===== src/rtl/sample_packer.sv =====
// rtl/sample_packer.sv - packs per-channel I/Q samples into fixed-width words grouped into packets
module sample_packer #(
    parameter int NCH       = 3,
    parameter int QBITS     = 2,
    parameter int RAW_BITS  = 8,
    parameter int WORD      = 16,
    parameter int PKT_WORDS = 720
) (
    input  logic                     clk,
    input  logic                     reset_n,
    input  logic                     in_valid,
    input  logic [NCH*QBITS-1:0]     q_i,
    input  logic [NCH*QBITS-1:0]     q_q,
    input  logic [NCH*RAW_BITS-1:0]  raw_i,
    input  logic [NCH*RAW_BITS-1:0]  raw_q,
    input  logic                     enable,
    input  logic [1:0]               mode,
    input  logic [2:0]               chan_sel,
    output logic [WORD-1:0]          out_data,
    output logic                     out_en,
    output logic                     out_end,
    output logic [15:0]              packet_count,
    output logic [1:0]               active_mode
);

    localparam int S0  = 2 * NCH * QBITS;
    localparam int S1  = 2 * RAW_BITS;
    localparam int AW  = 2 * WORD;
    localparam int CW  = $clog2(AW) + 1;
    localparam int WCW = $clog2(PKT_WORDS);

    localparam logic [1:0]     MODE_RAW  = 2'd1;
    localparam logic [3:0]     NCH_L     = 4'(NCH);
    localparam logic [WCW-1:0] LAST_WORD = WCW'(PKT_WORDS - 1);

    generate
        if (S0 > WORD || S1 > WORD || NCH < 1 || NCH > 8 || PKT_WORDS < 2) begin : g_param_check
            $error("sample_packer: illegal parameter combination");
        end
    endgenerate

    logic [AW-1:0]   acc_q, acc_d;
    logic [CW-1:0]   cnt_q, cnt_d;
    logic [WCW-1:0]  wcnt_q, wcnt_d;
    logic [15:0]     pkt_q, pkt_d;
    logic [1:0]      mode_q, mode_d;
    logic [2:0]      chan_q, chan_d;
    logic [WORD-1:0] out_data_q, out_data_d;
    logic            out_en_q, out_en_d;
    logic            out_end_q, out_end_d;

    logic [2:0]          sel_chan;
    logic [WORD-1:0]     field_pk;
    logic [WORD-1:0]     field;
    logic [RAW_BITS-1:0] raw_i_sel;
    logic [RAW_BITS-1:0] raw_q_sel;
    logic [CW-1:0]       s_len;
    logic [AW-1:0]       sum_acc;
    logic [CW-1:0]       sum_cnt;
    logic [CW-1:0]       rem_cnt;
    logic [AW-1:0]       rem_acc;
    logic [WORD-1:0]     word;
    logic                emit;

    assign sel_chan = ({1'b0, chan_sel} < NCH_L) ? chan_sel : 3'd0;

    always_comb begin
        field_pk = '0;
        for (int n = 0; n < NCH; n++) begin
            field_pk = (field_pk << QBITS) | WORD'(q_i[n*QBITS +: QBITS]);
            field_pk = (field_pk << QBITS) | WORD'(q_q[n*QBITS +: QBITS]);
        end
    end

    assign raw_i_sel = raw_i[chan_q*RAW_BITS +: RAW_BITS];
    assign raw_q_sel = raw_q[chan_q*RAW_BITS +: RAW_BITS];
    assign field     = (mode_q == MODE_RAW) ? WORD'({raw_i_sel, raw_q_sel}) : field_pk;
    assign s_len     = (mode_q == MODE_RAW) ? CW'(S1) : CW'(S0);

    // Residual bits sit right-aligned in acc_q; the oldest bit is at position cnt_q-1.
    assign sum_acc = (acc_q << s_len) | AW'(field);
    assign sum_cnt = cnt_q + s_len;
    assign emit    = (sum_cnt >= CW'(WORD));
    assign rem_cnt = sum_cnt - CW'(WORD);
    assign word    = WORD'(sum_acc >> rem_cnt);
    assign rem_acc = sum_acc & ~({AW{1'b1}} << rem_cnt);

    always_comb begin
        acc_d      = acc_q;
        cnt_d      = cnt_q;
        wcnt_d     = wcnt_q;
        pkt_d      = pkt_q;
        mode_d     = mode_q;
        chan_d     = chan_q;
        out_data_d = '0;
        out_en_d   = 1'b0;
        out_end_d  = 1'b0;
        if (!enable) begin
            acc_d  = '0;
            cnt_d  = '0;
            wcnt_d = '0;
            mode_d = mode;
            chan_d = sel_chan;
        end else if (in_valid && !mode_q[1]) begin
            if (emit) begin
                out_en_d   = 1'b1;
                out_data_d = word;
                acc_d      = rem_acc;
                cnt_d      = rem_cnt;
                if (wcnt_q == LAST_WORD) begin
                    wcnt_d    = '0;
                    out_end_d = 1'b1;
                    pkt_d     = pkt_q + 16'd1;
                    mode_d    = mode;
                    chan_d    = sel_chan;
                    // A straddling sample only carries over if the stream format is unchanged.
                    if (mode != mode_q || sel_chan != chan_q) begin
                        acc_d = '0;
                        cnt_d = '0;
                    end
                end else begin
                    wcnt_d = wcnt_q + WCW'(1);
                end
            end else begin
                acc_d = sum_acc;
                cnt_d = sum_cnt;
            end
        end
    end

    always_ff @(posedge clk or negedge reset_n) begin
        if (!reset_n) begin
            acc_q      <= '0;
            cnt_q      <= '0;
            wcnt_q     <= '0;
            pkt_q      <= '0;
            mode_q     <= '0;
            chan_q     <= '0;
            out_data_q <= '0;
            out_en_q   <= 1'b0;
            out_end_q  <= 1'b0;
        end else begin
            acc_q      <= acc_d;
            cnt_q      <= cnt_d;
            wcnt_q     <= wcnt_d;
            pkt_q      <= pkt_d;
            mode_q     <= mode_d;
            chan_q     <= chan_d;
            out_data_q <= out_data_d;
            out_en_q   <= out_en_d;
            out_end_q  <= out_end_d;
        end
    end

    assign out_data     = out_data_q;
    assign out_en       = out_en_q;
    assign out_end      = out_end_q;
    assign packet_count = pkt_q;
    assign active_mode  = mode_q;

endmodule


===== config.mk =====
export PLATFORM = sky130hd
export DESIGN_NAME = sample_packer
export DESIGN_NICKNAME = d
export VERILOG_FILES = /design/src/rtl/sample_packer.sv
export SDC_FILE = /design/constraint.sdc
export NUM_CORES = 1
export LEC_CHECK = 0
export ABC_AREA = 1
export BUFFER_PORTS_ARGS = -buffer_cell sky130_fd_sc_hd__buf_4
export CORE_MARGIN = 1
export CORE_UTILIZATION = 39
export DETAILED_ROUTE_END_ITERATION = 10
export SLEW_MARGIN = 20
export SYNTH_ARGS = -nofsm -noshare
export SYNTH_HDL_FRONTEND = slang
export SYNTH_SLANG_ARGS = --single-unit

===== constraint.sdc =====
create_clock -name clk -period 3.8 [get_ports clk]
set_input_delay 0.76 -clock clk [delete_from_list [all_inputs] [get_ports clk]]
set_output_delay 0.76 -clock clk [all_outputs]
set_load 0.1 [all_outputs]

==> impl_metrics.py <==
metrics = {
    "clocking": {
        "cts_root_buf": "clkbuf_16",
        "post_cts.repair.setup_buffers": 0,
        "hold_buffers": 0,
        "clk_latency_ps": 340,
        "clockBufferDepth": 2,
        "cts.sinks": 73,
        "cts_tree": "built",
        "cts_buffers": 9,
        "cts_max_level": 3,
        "path_clk_slew_ps": 60,
        "cts_resized": 0,
    },
    "timing": {
        "grt_setup_unrepaired": "false",
        "fin_crit_sh_pct": 84.6,
        "final_max_slew_viol_count": 0,
        "fmax_mhz": 311,
        "setup_tns_ps": 0,
        "finalSetupViolCount": 0,
        "slew_headroom_pct": 36.1,
        "min_period_ps": 3210,
        "hold_violations": 0,
        "setup_ws_ps": 586,
        "max_slew.worst_pin.slew_ps": 958,
        "skew_ps": 8.37,
    },
    "route": {
        "dr_total_vias": 5413,
        "drtPass1Iterations": 5,
        "drtAntennaViolNets": 0,
        "drc": 0,
        "wl_per_cell_um": 14.0,
        "via_per_inst": 4.96,
        "drt-initial-drc-count": 388,
        "route.final.wire_length_um": 15200,
    },
    "synth": {
        "synthDistinctLibCells": 32,
        "synth_top_area_share_pct": 34.9,
        "yosys-top-cells-area": "dfrtp_1 (35%), nand2_1 (22%), nand3_1 (11%)",
        "syn_inst": 825,
        "ys_warn_count": 0,
        "synth_nets": 900,
        "synth_area_um2": 5230,
        "ys_seq_elements": 73,
        "syn_area_per_cell_um2": 6.34,
        "ys_seq_area_share_pct": 34.9,
        "yosys.area.top_type": "dfrtp_1",
    },
    "place": {
        "hpwl_um": 11300,
        "dp.cells": 1076,
        "place_worst_setup_slack_ps": 631,
        "portBuffers": 104,
        "gp_congestion": 0.899,
    },
    "pwr": {
        "pwr_density_cell_nw_per_um2": 663,
        "vdd_ir_drop_max_v": 0.000350,
        "power_leakage_uw": 0.00355,
    },
    "setup_path": {
        "crit_path_start_kind": "register",
        "crit_required_ps": 4050,
        "endpoint_kind": "register",
        "slowest_delay_ps": 440,
        "critPathMaxFanout": 13,
        "critPathArrivalTime_ps": 3470,
        "worstPathCellList": "inv_2 -> nand2_2 -> ha_1 -> ha_1 -> a21oi_1 -> inv_1 -> nand2_1 -> nand2_2 -> ha_1 -> nor2_1 -> inv_1 -> nor2_2 -> nand2_1 -> inv_1 -> o211ai_1 -> a21oi_1",
        "crit_type": "reg -> reg",
        "cp_slowest_cell": "dfrtp_1",
    },
    "run": {
        "maxCapViolCount": 0,
    },
    "cells_and_area": {
        "final_cells": 1091,
        "fin_nets": 990,
        "drive_above_1_share_pct": 16.1,
        "antenna_cells": 0,
        "area_delta_synth_final_pct": 22.9,
        "finalCoreUtilization_pct": 50.0,
    },
    "grt": {
        "grt_pass1_wl_um": 25600,
        "gr-total-overflow": 0,
        "grt_usage_pct": 23.2,
        "grt_pass1_vias": 5159,
        "grt_max_degree": 74,
        "antenna_found_initial": 0,
    },
    "status": {
        "status": "finished, final reports clean",
    },
    "die": {
        "num_rows": 41,
        "ioPinCount": 105,
        "die_w_um": 118,
        "die-area_um2": 13900,
        "fp.dieH_um": 118,
        "initial_core_util_pct": 40.6,
        "coreArea_um2": 12900,
    },
    "worst_hold_path": {
        "hold_class": "reg -> reg",
    },
}
-- synthesized netlist by cell type --
| library cell | instances |
|---|---|
| a21oi_1 | 41 |
| and2_1 | 1 |
| buf_1 | 4 |
| buf_2 | 11 |
| buf_4 | 5 |
| buf_6 | 3 |
| clkbuf_1 | 13 |
| clkinv_1 | 1 |
| dfrtp_1 | 73 |
| ha_1 | 6 |
| inv_1 | 107 |
| inv_2 | 2 |
| mux2i_1 | 3 |
| nand2_1 | 301 |
| nand2_2 | 5 |
| nand2_4 | 1 |
| nand3_1 | 114 |
| nand3b_1 | 2 |
| nand4_1 | 6 |
| nor2_1 | 42 |
| nor2_2 | 6 |
| nor2_4 | 1 |
| nor3_1 | 7 |
| nor3_4 | 1 |
| nor4_1 | 1 |
| o211ai_1 | 5 |
| o21ai_0 | 46 |
| o21ai_1 | 1 |
| o21ai_2 | 1 |
| xnor2_1 | 6 |
| xor2_1 | 7 |
| xor2_2 | 2 |
-- where the power goes --
part / internal [µW] / switching, µW
logic: 683 / 1720
registers: 886 / 77.6
clock network: 571 / 332
total: 2140 / 2130
-- final cells by class --
class,count,area (µm²)
clock buffer,10,229
timing repair buffer,115,863
clock inverter,5,81.3
sequential,73,1830
inverter,110,413
tap,172,215
fill,1340,6440
multi-input combinational,606,2800
-- worst paths after layout --
path	from	end	slack [ps]	depth (start not counted)
min in group asynchronous	reset_n	out_data[1]$_DFF_PN0_	580	1
hold / removal	wcnt_q[9]$_DFFE_PN0P_	wcnt_q[9]$_DFFE_PN0P_	470	1
max in group asynchronous	reset_n	acc_q[16]$_DFFE_PN0P_	2620	1
setup / recovery	active_mode[1]$_DFFE_PN0P_	out_data[14]$_DFF_PN0_	590	16
setup reg to reg	active_mode[1]$_DFFE_PN0P_	out_data[14]$_DFF_PN0_	590	16
hold reg to reg	wcnt_q[9]$_DFFE_PN0P_	wcnt_q[9]$_DFFE_PN0P_	470	1
-- stage by stage --
stage / area [µm²] / total power (µW) / hold slack [ps]
floorplan: 5230 / 2750 / 433
global route: 6430 / 4600 / 502
detailed placement: 6120 / 3340 / 463
global placement: 6120 / 3370 / 451
finish: 6430 / 4270 / 465
CTS: 6430 / 4260 / 470
-- cells by family after synthesis --
kind of cell               after synthesis  synth area share, %
buffers and inverters                  146                 11.5
and+or+nand+nor                        488                 39.5
muxes                                    3                0.574
xor gates and xnor gates                15                 2.80
adders and majority gates                6                 1.43
DFF                                     73                 34.9
AOI/OAI and AO/OA                       94                 9.30
-- critical path: cells and delay by family (launching register included) --
family                   cells  cell delay [ps]
adder cells (fa/ha/maj)      3              740
AND/OR/NAND/NOR              6              720
buffers and inverters        4              640
AO/OA/AOI/OAI                3              560
flip-flops                   1              440
-- metal layers --
metal | routed length, µm | track usage, % | part of all wire, % | vias up
li1 | - | - | - | 2776
met1 | 6950 | 30.3 | 46 | 2455
met2 | 7110 | 38.5 | 47 | 161
met3 | 925 | 4.84 | 6.1 | 21
met4 | 252 | 6.41 | 1.7 | 0
met5 | 0 | 0 | 0 | -
-- registers in the layout, summed over array words and instances (netlist names) --
name          flops
out_en            1
cnt_q             4
active_mode       2
chan_q            3
out_end           1
wcnt_q           10
out_data         16
packet_count     16
acc_q            20
-- layout by cell type, fill, tap and decap left out --
cell type,n
a21oi_1,41
o21ai_1,1
nor3_4,1
nand3_1,114
nand2_2,5
mux2i_1,3
clkinv_2,1
clkbuf_16,9
xor2_2,2
clkbuf_1,1
clkinvlp_4,1
clkinv_4,1
nor4_1,1
nand2_4,1
nand2_1,301
nor2_2,6
nand3b_1,2
dfrtp_1,73
inv_2,2
xnor2_1,6
bufinv_16,2
o211ai_1,5
inv_1,107
nor2_1,42
ha_1,6
buf_4,115
o21ai_0,46
nor2_4,1
and2_1,1
clkinv_1,1
xor2_1,7
nand4_1,6
nor3_1,7
o21ai_2,1
Power figures use the tool's default switching activity.
